===== config.mk =====
export PLATFORM = sky130hd
export DESIGN_NAME = pulse_stretcher
export DESIGN_NICKNAME = d
export VERILOG_FILES = /design/src/rtl/pulse_stretcher_pkg.sv /design/src/rtl/load_down_counter.sv /design/src/rtl/pulse_stretcher.sv
export SDC_FILE = /design/constraint.sdc
export NUM_CORES = 1
export LEC_CHECK = 0
export ABC_AREA = 0
export BUFFER_PORTS_ARGS = -buffer_cell sky130_fd_sc_hd__buf_2
export CAP_MARGIN = 30
export CORE_MARGIN = 5
export CORE_UTILIZATION = 60
export CTS_BUF_LIST = sky130_fd_sc_hd__clkbuf_4 sky130_fd_sc_hd__clkbuf_8 sky130_fd_sc_hd__clkbuf_16
export DETAILED_ROUTE_END_ITERATION = 12
export GPL_TIMING_DRIVEN = 1
export HOLD_SLACK_MARGIN = 0.02
export PLACE_DENSITY_LB_ADDON = 0.25
export SLEW_MARGIN = 30
export SYNTH_ARGS = -nofsm -noshare
export SYNTH_HDL_FRONTEND = slang
export SYNTH_HIERARCHICAL = 1
export SYNTH_SLANG_ARGS = --single-unit

===== constraint.sdc =====
create_clock -name clk -period 3.4 [get_ports clk]
set_clock_uncertainty 0.1 [all_clocks]
set_input_delay 0.51 -clock clk [delete_from_list [all_inputs] [get_ports clk]]
set_output_delay 0.51 -clock clk [all_outputs]
set_load 0.1 [all_outputs]

===== src/rtl/pulse_stretcher_pkg.sv =====
// Shared types and board defaults for the pulse stretcher.
// State encoding matches the other 2-bit FSMs in this codebase.
package pulse_stretcher_pkg;

    typedef enum logic [1:0] {
        ST_IDLE = 2'b00,
        ST_HIGH = 2'b01,
        ST_GAP  = 2'b10
    } state_e;

    // Display-board defaults: 4-cycle flash, 2-cycle minimum dark gap.
    localparam int unsigned DISPLAY_HOLD_CYCLES = 4;
    localparam int unsigned DISPLAY_GAP_CYCLES  = 2;
    localparam int unsigned DISPLAY_CNT_W       = 16;

    // Counter reload value for a phase lasting 'cycles' clocks; 0 for an absent phase.
    function automatic int unsigned load_value(input int unsigned cycles);
        return (cycles == 0) ? 0 : cycles - 1;
    endfunction

endpackage


===== src/rtl/load_down_counter.sv =====
// Loadable down counter shared by the HIGH and GAP phases.
// Saturates at zero; load has priority over decrement.
module load_down_counter
    import pulse_stretcher_pkg::*;
#(
    parameter int unsigned CNT_W = DISPLAY_CNT_W
) (
    input  logic             clk,
    input  logic             rst,
    input  logic             load,
    input  logic [CNT_W-1:0] load_val,
    input  logic             dec,
    output logic [CNT_W-1:0] cnt,
    output logic             zero_c
);

    always_ff @(posedge clk or posedge rst) begin
        if (rst) begin
            cnt <= '0;
        end else if (load) begin
            cnt <= load_val;
        end else if (dec && (cnt != '0)) begin
            cnt <= cnt - CNT_W'(1);
        end
    end

    assign zero_c = (cnt == '0);

endmodule


===== src/rtl/pulse_stretcher.sv =====
// Stretches single-cycle ticks into HOLD_CYCLES-long high levels separated
// by at least GAP_CYCLES low cycles; busy ticks are retriggered or queued one-deep.
module pulse_stretcher
    import pulse_stretcher_pkg::*;
#(
    parameter int unsigned HOLD_CYCLES = DISPLAY_HOLD_CYCLES,
    parameter int unsigned GAP_CYCLES  = DISPLAY_GAP_CYCLES,
    parameter bit          RETRIGGER   = 1'b0,
    parameter int unsigned CNT_W       = DISPLAY_CNT_W
) (
    input  logic clk,
    input  logic rst,
    input  logic tick,
    output logic level,
    output logic busy,
    output logic overrun
);

    localparam logic [CNT_W-1:0] HOLD_LOAD = CNT_W'(load_value(HOLD_CYCLES));
    localparam logic [CNT_W-1:0] GAP_LOAD  = CNT_W'(load_value(GAP_CYCLES));

    state_e           state;
    state_e           state_nxt;
    logic             pending;
    logic             pending_nxt;
    logic             overrun_nxt;
    logic             cnt_load;
    logic             cnt_dec;
    logic [CNT_W-1:0] cnt_load_val;
    logic [CNT_W-1:0] cnt;
    logic             cnt_zero;

    load_down_counter #(
        .CNT_W (CNT_W)
    ) u_cnt (
        .clk      (clk),
        .rst      (rst),
        .load     (cnt_load),
        .load_val (cnt_load_val),
        .dec      (cnt_dec),
        .cnt      (cnt),
        .zero_c   (cnt_zero)
    );

    // Next state; a queued tick fills the empty slot, a tick hitting a full slot is dropped.
    always_comb begin
        state_nxt    = state;
        pending_nxt  = pending;
        overrun_nxt  = 1'b0;
        cnt_load     = 1'b0;
        cnt_dec      = 1'b0;
        cnt_load_val = HOLD_LOAD;

        case (state)
            ST_IDLE: begin
                if (tick) begin
                    state_nxt = ST_HIGH;
                    cnt_load  = 1'b1;
                end
            end

            ST_HIGH: begin
                if (RETRIGGER && tick) begin
                    cnt_load = 1'b1;
                end else if (!cnt_zero) begin
                    cnt_dec     = 1'b1;
                    pending_nxt = pending | tick;
                    overrun_nxt = pending & tick;
                end else if (GAP_CYCLES != 0) begin
                    state_nxt    = ST_GAP;
                    cnt_load     = 1'b1;
                    cnt_load_val = GAP_LOAD;
                    pending_nxt  = pending | tick;
                    overrun_nxt  = pending & tick;
                end else if (pending || tick) begin
                    // Zero gap: chain straight into the next high period.
                    cnt_load    = 1'b1;
                    pending_nxt = 1'b0;
                    overrun_nxt = pending & tick;
                end else begin
                    state_nxt = ST_IDLE;
                end
            end

            ST_GAP: begin
                if (!cnt_zero) begin
                    cnt_dec     = 1'b1;
                    pending_nxt = pending | tick;
                    overrun_nxt = pending & tick;
                end else if (pending || tick) begin
                    state_nxt   = ST_HIGH;
                    cnt_load    = 1'b1;
                    pending_nxt = 1'b0;
                    overrun_nxt = pending & tick;
                end else begin
                    state_nxt = ST_IDLE;
                end
            end

            default: begin
                state_nxt   = ST_IDLE;
                pending_nxt = 1'b0;
            end
        endcase
    end

    // State, queue slot and registered outputs.
    always_ff @(posedge clk or posedge rst) begin
        if (rst) begin
            state   <= ST_IDLE;
            pending <= 1'b0;
            level   <= 1'b0;
            busy    <= 1'b0;
            overrun <= 1'b0;
        end else begin
            state   <= state_nxt;
            pending <= pending_nxt;
            level   <= (state_nxt == ST_HIGH);
            busy    <= (state_nxt != ST_IDLE);
            overrun <= overrun_nxt;
        end
    end

    // Every phase ends on a zero count, so an idle stretcher always holds zero.
    idle_cnt_clear: assert property (@(posedge clk) disable iff (rst)
        (state == ST_IDLE) |-> (cnt == '0));

endmodule


# --- Yosys cells after proc, flatten, opt, wreduce, memory -nomap -nowiden ---
# Cells that the tools add are included.
word_totals:
  word_cells: 45
  inputBits: 3
  output_inout_bits: 3
  ff_bits: 22
op_classes:
  addsub: 1
  n_mux: 22
  bitwise_logic: 3
  n_reduce_logical: 9
  eq_ne: 4
op_table:
  columns: ["op", "n"]
  rows:
  - ["2-to-1 mux 16 bit", 2]
  - ["zero test 16 bit", 1]
  - ["nonzero test 16 bit", 1]
  - ["subtractor 16 x 1 -> 16 bit, second input constant", 1]
  - ["2-to-1 mux 1 bit", 11]
  - ["2-to-1 mux 2 bit", 5]
  - ["one-hot mux 1 bit (3 select lines)", 2]
  - ["one-hot mux 2 bit (3 select lines)", 1]
  - ["equality test 2 x 1 -> 1 bit, second input constant", 2]
  - ["nonzero test 2 bit", 2]
  - ["!= test 3 bit, second input constant", 1]
  - ["equality test 2 bit, second input constant", 1]
  - ["zero test 2 bit", 1]
  - ["one-hot mux 1 bit (2 select lines)", 1]
  - ["AND reduction 2 bit", 1]
  - ["OR reduction 2 bit", 1]
  - ["bitwise AND 1 bit", 1]
  - ["logical AND 1 bit", 1]
  - ["logical OR 1 bit", 1]
  - ["NOT 1 bit", 1]
  - ["bitwise OR 1 bit", 1]

# --- Longest topological paths before layout ---
# Gate-level depths: netlist of the first run.
depth:
  depth_word: 6
  depth_mapped: 11
  mapped_depth_nobuf: 11

# --- Hierarchy ---
# The synthesis of the first run kept the hierarchy.
by_module_without_submodules:
  columns: ["mod", "n_inst", "seq_area_each_um2", "area_per_inst_um2", "cells_per_inst"]
  rows:
  - ["load_down_counter", 1, 400.4, 1034.7, 122]
  - ["pulse_stretcher", 1, 150.1, 381.6, 41]

# --- Least setup slack after synthesis of the first run ---
# OpenSTA, ideal clock, no wires.
synth_timing:
  kind: "reg-to-reg"
  from: "register u_cnt.cnt[0]"
  to: "register u_cnt.cnt[0]"
  required_time_ns: 3.165
  synth_period_minus_slack_ns: 2.969
  path_slack_ns: 0.431
  t_arrival_ns: 2.734
  setup_ns: 0.135
  path_buffers: 2
  path_stages_with_launch: 11
  path_cell_list: "dfrtp_1 inv_1 ha_1 or4b_2 or4_4 inv_2 o21ai_1 a21oi_1 clkbuf_1 clkbuf_1 o21ai_0"
synth_via:
  elab_cells_between_ends: 12
  cone_classes: "add/sub (1); mux (7); reduce/logical (4)"
synth_rtl:
  columns: ["element", "line_no", "text"]
  rows:
  - ["from (decl)", "load_down_counter.sv:13", "output logic [CNT_W-1:0] cnt,"]
  - ["from (signal assigned)", "load_down_counter.sv:21", "cnt <= load_val;"]
  - ["from (signal assigned)", "load_down_counter.sv:23", "cnt <= cnt - CNT_W'(1);"]
  - ["zero test 16 bit (*)", "load_down_counter.sv:27", "assign zero_c = (cnt == '0);"]
  - ["named net cnt_zero", "pulse_stretcher.sv:31", "logic cnt_zero;"]
  - ["2-to-1 mux 1 bit, on equally long branches", "pulse_stretcher.sv:86, pulse_stretcher.sv:65", null]
  - ["one-hot mux 1 bit (3 select lines) (*)", "pulse_stretcher.sv:54", "case (state)"]
  - ["named net cnt_load", "pulse_stretcher.sv:27", "logic cnt_load;"]
  - ["2-to-1 mux 16 bit / nonzero test 2 bit (equally long branches)", null, null]
# Mark *: on every way through the listed nets, which the timed path passes. The rest lies on a longest branch. The select of a mux whose other input is x is not followed.
# A chain may end at the register's enable or synchronous reset.

# --- Final worst setup path of the first run ---
layout_timing:
  from: "register u_cnt.cnt[0]"
  to: "register u_cnt.cnt[10]"
layout_via:
  elab_chain_len: 5
  elab_cells_between_ends: 12
  cone_classes: "add/sub (1); mux (7); reduce/logical (4)"
layout_lines:
  columns: ["element", "line_no", "text"]
  rows:
  - ["zero test 16 bit", "load_down_counter.sv:27", null]
  - ["named net cnt_zero", "pulse_stretcher.sv:31", null]
  - ["2-to-1 mux 1 bit", "pulse_stretcher.sv:65, pulse_stretcher.sv:86", null]
  - ["2-to-1 mux 1 bit", null, null]
  - ["named net cnt_dec", "pulse_stretcher.sv:28", "logic cnt_dec;"]
  - ["logical AND 1 bit", "load_down_counter.sv:22", "end else if (dec && (cnt != '0)) begin"]
  - ["nonzero test 2 bit (no line)", null, null]
# The timed path passes the listed nets, and every way through them passes these cells. The select of a mux whose other input is x is not followed.

==> results of run 1 <==
==> Yosys cell counts (3+ instances only) <==
cell	number
inv_1	10
or4_1	5
a31oi_1	5
nor3_1	5
nand4_1	5
a21oi_1	10
clkbuf_1	3
nand2_1	16
nor2_1	17
nand3_1	3
ha_1	6
dfrtp_1	22
o21ai_0	7
==> worst max-delay path: cells and delay by family (launching register included) <==
kind            cells  cell delay, ps
compound gates      2             470
fa+ha+maj           1             270
flops               1             380
simple gates        5            1770
buf+inv             2             150
==> where the power goes <==
| part | internal (W) | switching, W | total, W |
|---|---|---|---|
| Sequential | 0.000262 | 0.000000181 | 0.000262 |
| Combinational | 0.00000327 | 0.0000137 | 0.0000169 |
| Clock | 0.0000413 | 0.0000755 | 0.000117 |
| Total | 0.000307 | 0.0000893 | 0.000396 |
==> flip-flops by register name (all words and copies together) (netlist names) <==
register   flops
pending        1
busy           1
overrun        1
level          1
u_cnt/cnt     16
state          2
==> final cells by class <==
cell class                 count  area (sq um)
multi-input combinational    138           857
fill                         177           653
sequential                    22           551
timing repair buffer           9          70.1
inverter                      12          45.0
tap                           28          35.0
clock buffer                   3          22.5
==> timing repair <==
item                                   in CTS  in global routing
buffers inserted                            0                  0
hold buffers                                1                  0
gates resized for setup                     0                  1
setup endpoints to repair                   0                  1
endpoints found under the hold margin       6                  0
==> cells by family (layout without fill, tap and decap cells) <==
family | count (synthesis) | after routing | share of synthesized area
AOI/OAI and AO/OA | 44 | 44 | 0.216
muxes | 1 | 1 | 0.00707
buffers and inverters | 16 | 24 | 0.0433
xor gates and xnor gates | 3 | 3 | 0.0186
DFF | 22 | 22 | 0.389
other | 2 | 15 | 0.00530
and+or+nand+nor | 69 | 69 | 0.269
adders and majority gates | 6 | 6 | 0.0530
==> through the flow <==
| step | hold slack (ps) | instance area, sq um | instances | util |
|---|---|---|---|---|
| 6_report | 410 | 1580 | 212 | 0.708 |
| 5_1_grt | 397 | 1580 | 212 | 0.708 |
| 4_1_cts | 395 | 1580 | 212 | 0.706 |
| 3_5_place_dp | 347 | 1540 | 208 | 0.691 |
| 3_3_place_gp | 338 | 1540 | 208 | 0.691 |
| 2_1_floorplan | 201 | 1470 | 176 | - |
==> how the worst max path moves through the flow <==
| stage | startpoint | endpoint | slack, ps | cells after the start |
|---|---|---|---|---|
| finish | u_cnt/cnt[0] | u_cnt/cnt[10] | 170 | 10 |
| global route | u_cnt/cnt[0] | u_cnt/cnt[15] | 4 | 10 |
| CTS | u_cnt/cnt[0] | u_cnt/cnt[13] | 160 | 11 |
| detailed placement | u_cnt/cnt[0] | u_cnt/cnt[13] | 180 | 11 |
| global placement | u_cnt/cnt[0] | u_cnt/cnt[13] | 360 | 11 |
| floorplan | u_cnt/cnt[0] | u_cnt/cnt[0] | 430 | 10 |
==> layer usage <==
layer  vias up  GRT usage  part of all wire
met5         -          0                 0
met4         0      0.100             0.019
met3         9     0.0351             0.042
met2        33      0.324              0.48
met1       603      0.276              0.46
li1        629          -                 -
==> placed cells by master (no fill, tap or decap), drive strengths merged, types with 2 or more instances in the layout <==
cell type,n
o31ai,2
buf,8
or4b,2
xor2,2
nor3,5
o21ai,9
o211ai,2
inv,12
a2bb2oi,2
nand4,5
clkbuf,3
a311o,2
or4,7
nor4,2
nand2,16
nand3,3
o41ai,2
or3,2
a21oi,11
conb,15
ha,6
nor2,18
and2,2
nor3b,2
dfrtp,22
a31oi,5
o21a,3
==> out/summary.md, run 1 <==
The clock passes through at most 2 buffers. For this run, design rule violations remaining after detail routing come to 0. TritonCTS built the clock tree.

The post-route fraction of the period consumed by the critical path works out to 0.949. The number of pins with negative max-slew slack in the final report was 0; the slew at the pin with the worst max-slew slack was 751 ps. Once routing completed, OpenROAD measured the worst setup slack at 174 ps.

The worst setup path is launched from a register. The fraction of post-synthesis cell area in the top cell type by area was 0.389; the count of mapped cells out of synthesis was 163. The cell leakage power came out at 0.614 nW.

The worst setup path is captured at a register. The async set-reset flop share out of synthesis is 1.00. The endpoint of the worst register-to-register path is u_cnt/cnt[10]. The floorplan step defined a die boundary enclosing 0.00343 sq mm. The number of nets in the final layout was 195; the hold path depth was 2. Timing analysis after detailed placement gives a worst setup slack of 177 ps.

Among all flip-flop cells after synthesis, the most frequent one is dfrtp_1. On the worst path, the slowest cell contributes a delay of 630 ps. The slowest stage cell on the critical path is nor4bb_1.

The clock-pin slew on the worst setup and hold paths came out at 120 ps. The worst hold path belongs to the class in2reg. The number of optimization iterations in the first detailed-route pass is 4, and the mapped cell area is 0.00142 sq mm. Across all layers, the routed design uses 1,274 vias.

After detailed routing, the total wire length is 3170 um. The number of buffers added on ports was 5. The power per cell area was 251 mW/mm^2.

Setup repair after global routing left no endpoint under its margin. Compared with the post-synthesis result, the final layout area differs by 11.6%. The share of post-route cells with drive strength above 1 is 0.130. The floorplan die height is 58.6 um, and the number of vias per cell after detailed routing is 6.01.

Number of antenna violations at the first check in global routing: 0. The insertion delay to the later sink of the worst-skew pair came out at 300 ps. The logs give 0.389 for the sequential area share after synthesis and 0.000248 V for the maximum VDD drop.

After synthesis the netlist holds a flip-flop and latch count of 22. The Yosys step of the flow raised 6 warnings. The worst slew margin relative to its limit is 0.493, and the initial core utilization is 0.634.

The run gives 0 as the number of endpoints with negative hold slack in the final report. In this run the worst path has a maximum fanout of 10. In this run the critical register-to-register path is launched from u_cnt/cnt[0]. In this run, CTS created clock tree buffers numbering 3. The run gives 21 as the maximum number of pins on one net before global-route repair. For the maximum achievable frequency, the log shows 310 MHz. The clock root buffer master was clkbuf_4. The region available for standard cell placement spans 0.00223 sq mm.

Measured in cells, the most critical reg-to-reg path has a length of 10. The total number of placement rows came out at 17. Traced cell by cell, the critical path runs through inv_1 > ha_1 > or4b_2 > or4_4 > inv_2 > and2b_1 > nor4bb_1 > o211ai_1 > or4_1 > a31oi_1. The wire length per cell came out at 15.0 um. In this run, the number of DRC markers left after iteration 0 of detailed routing was 51. Detailed placement ended at an HPWL of 2400 um. The logs give 0 for the final-report setup violation count and 0 ps for the setup TNS. The logs give 1 for the depth of the CTS H-tree and 0 for the max capacitance violation total.

The run finished with clean final reports. STA puts the critical path data required time at 3530 ps. Synthesis instantiated 49 different standard cells from the library.

The critical path is of the reg2reg type. For the worst setup path, the data arrival time is 3360 ps. By area the synthesized netlist is led by dfrtp_1 39%, ha_1 5.3%, nor2_1 4.5%, nand2_1 4.2%, a21oi_1 3.5%.

The overall die width was 58.6 um; the clock period minus final worst setup slack was 3230 ps. The launch point of the worst hold path is tick. The count of flip-flops with a built-in enable after synthesis is 0, and the number of global-route vias before repair is 1,249. The count of clock tree sinks was 22. The logs give 5500 um for the wire length of the first global-routing pass and 0.924 for the final RePlAce weighted congestion. Per-instance average area after synthesis: 8.69 sq um.

For hold timing, the worst endpoint is overrun. The tools report the number of nets with antenna violations after routing as 0. Summing internal, switching and leakage power gives 0.000396 W. The number of antenna diodes in the final layout is 0. The logs give 170 ps for the setup slack of the worst register-to-register path and 0 for the total global routing overflow. For this design the top-level I/O count stands at 6. The biggest area contributor in the post-synthesis netlist is dfrtp_1.

Global router's overall resource usage: 0.207.
Power figures use the tool's default switching activity.
==> run 2: changes to the inputs <==
Settings changed: CTS_CLUSTER_SIZE from default to 24, SETUP_SLACK_MARGIN from default to 0.4.
==> run 2 against run 1 <==
Clock power is essentially flat. Worst hold slack lost 5.4 ps. Largest cell class unchanged. Fmax grew 11%. First-iteration DRC count grew 12%. Die area did not move. Largest power group unchanged.
==> out/summary.md, run 2 (same netlist as run 1, synthesis figures left out) <==
The flow ran to the end, and the final reports show no timing, DRC or antenna violations. The clock root buffer master was clkbuf_4. Hold timing on the final database bottoms out at a slack of 404 ps. The number of antenna violations at the first check in global routing was 0; the number of endpoints with negative hold slack in the final report was 0.

Compared with the post-synthesis result, the final layout area differs by 16.5%. The floorplan has 17 rows. The worst setup path is captured at a register. For the maximum VDD drop, the log shows 0.000251 V. The logs give 0.218 for the global router's overall resource usage and 0 for the final-report setup violation count.

The cell leakage power was 0.631 nW. The share of post-route cells with drive strength above 1 works out to 0.198. Counting flops per register, the top entry is u_cnt/cnt. The number of optimization iterations in the first detailed-route pass was 6; the maximum number of pins on one net before global-route repair was 21.

The final RePlAce weighted congestion is 0.924. 6 I/O pins were placed. The overall die width is 58.6 um, and the post-layout instance area is 0.00165 sq mm. The critical path startpoint category is a register. Subtracting the final worst setup slack from the clock period gives 2890 ps. The total die area is 0.00343 sq mm. At the pin with the least slew margin, the transition time is 738 ps. The largest fanout of any net on the critical path came out at 10. In the final routed layout, each cell accounts on average for 15.4 um. The clock drives 22 sinks. The hold path depth works out to 2.

The total global routing overflow is 0. The start-to-end type of the worst setup path is reg2reg. The library cell used most frequently in the layout, excluding fill and tap cells, is dfrtp_1.

TritonCTS built the clock tree. The insertion delay to the later sink of the worst-skew pair came out at 300 ps. The post-route fraction of the period consumed by the critical path was 0.851. Input and output buffers added on the ports amount to 5. The tools report the number of pins with negative max-slew slack in the final report as 0. Worst slew margin relative to its limit: 0.503.

In this run the remaining antenna-violating nets after routing total 0. The floorplan step defined a core boundary enclosing 0.00223 sq mm. The tools report the number of remaining DRC errors as 0. The path class of the tightest hold or removal check is in2reg.

The number of global-route vias before repair was 1,251; the number of vias per cell after detailed routing was 6.12. The logs give 0.634 for the initial core utilization and 1,315 for the total number of vias. No sink is reached through more buffers than the 2 on the longest clock path.

The largest registers in the layout are u_cnt/cnt: 16 flops, state: 2 flops. The floorplan die height works out to 58.6 um. The depth of the CTS H-tree is 1, and the post-DP HPWL is 2400 um.

For the setup TNS, the log shows 0 ps. The first routing iteration left 57 violations. The tools report the max capacitance violation total as 0.

For this run, the top clock speed supported by timing is 346 MHz. The number of nets in the final layout was 198. Setup repair after global routing left no endpoint under its margin. Data arrives at the worst endpoint at 3030 ps. Routed wire length: 3310 um.

The library cells used most frequently in the layout, excluding fill and tap cells, are 21 x dfrtp_1, 17 x nor2_1, 16 x nand2_1, 15 x conb_1, 9 x a21oi_1. The power per cell area works out to 240 mW/mm^2. After detailed placement, the total cell area comes to 0.00154 sq mm. The number of cells on the worst reg-to-reg path is 8. The register with the most flip-flops in the layout has 16 of them. 0 antenna diodes ended up in the layout. The first global-routing pass estimated 5800 um of wire. After clock tree synthesis, the clock-pin slew on the worst setup and hold paths is 120 ps. The number of buffers inserted during clock tree synthesis was 3. STA puts the critical path data required time at 3540 ps.
[run 2: per-stage QoR]
step,total power (W),util,std cells,setup slack (ps)
after floorplan,0.000279,-,176,431
after global placement,0.000283,0.691,208,360
after detailed placement,0.000284,0.691,208,177
after CTS,0.000402,0.728,214,408
after global routing,0.000416,0.739,215,393
final,0.000396,0.739,215,506
[run 2: cell type report]
type / count / area (sq um)
clock buffers: 3 / 22.5
inverters: 12 / 50.0
fillers: 169 / 583
repair buffers: 12 / 92.6
flip-flops and latches: 22 / 552
well taps: 28 / 35.0
multi-input cells: 138 / 898
[run 2: metal layers]
metal | routed length [um] | track usage
met1 | 1470 | 0.297
met2 | 1590 | 0.349
met3 | 181 | 0.0329
met4 | 68 | 0.0809
met5 | 0 | 0
[run 2: power breakdown]
group          leakage, nW  internal [W]   total, W  switching (W)
Clock               0.0138     0.0000413   0.000117      0.0000758
Combinational        0.390    0.00000327  0.0000170      0.0000137
Sequential           0.228      0.000262   0.000262    0.000000184
[run 2: worst max-delay path, cell delays in order, from the launching register on]
cell,delay [ps]
dfrtp_2,440
or4_4,600
or4_4,600
inv_6,110
and2b_2,260
or4b_4,240
nor2_1,80
a311o_1,330
nand3_1,90
[run 2: path summary, 6_finish.rpt]
check	start	end	slack, ps
worst max register to register	u_cnt/cnt[9]	u_cnt/cnt[9]	510
worst max-delay path	u_cnt/cnt[9]	u_cnt/cnt[9]	510
max in group asynchronous	rst	u_cnt/cnt[9]	2010
worst min register to register	pending	overrun	490
worst min-delay path	tick	overrun	400
min in group asynchronous	rst	busy	560
[run 2: what timing repair did]
action                                 in CTS  in global routing
buffers inserted                            2                  1
pin swaps                                   1                  0
endpoints found under the hold margin       6                  0
hold buffers                                1                  0
setup endpoints to repair                  14                 13
gates resized for setup                     9                  6
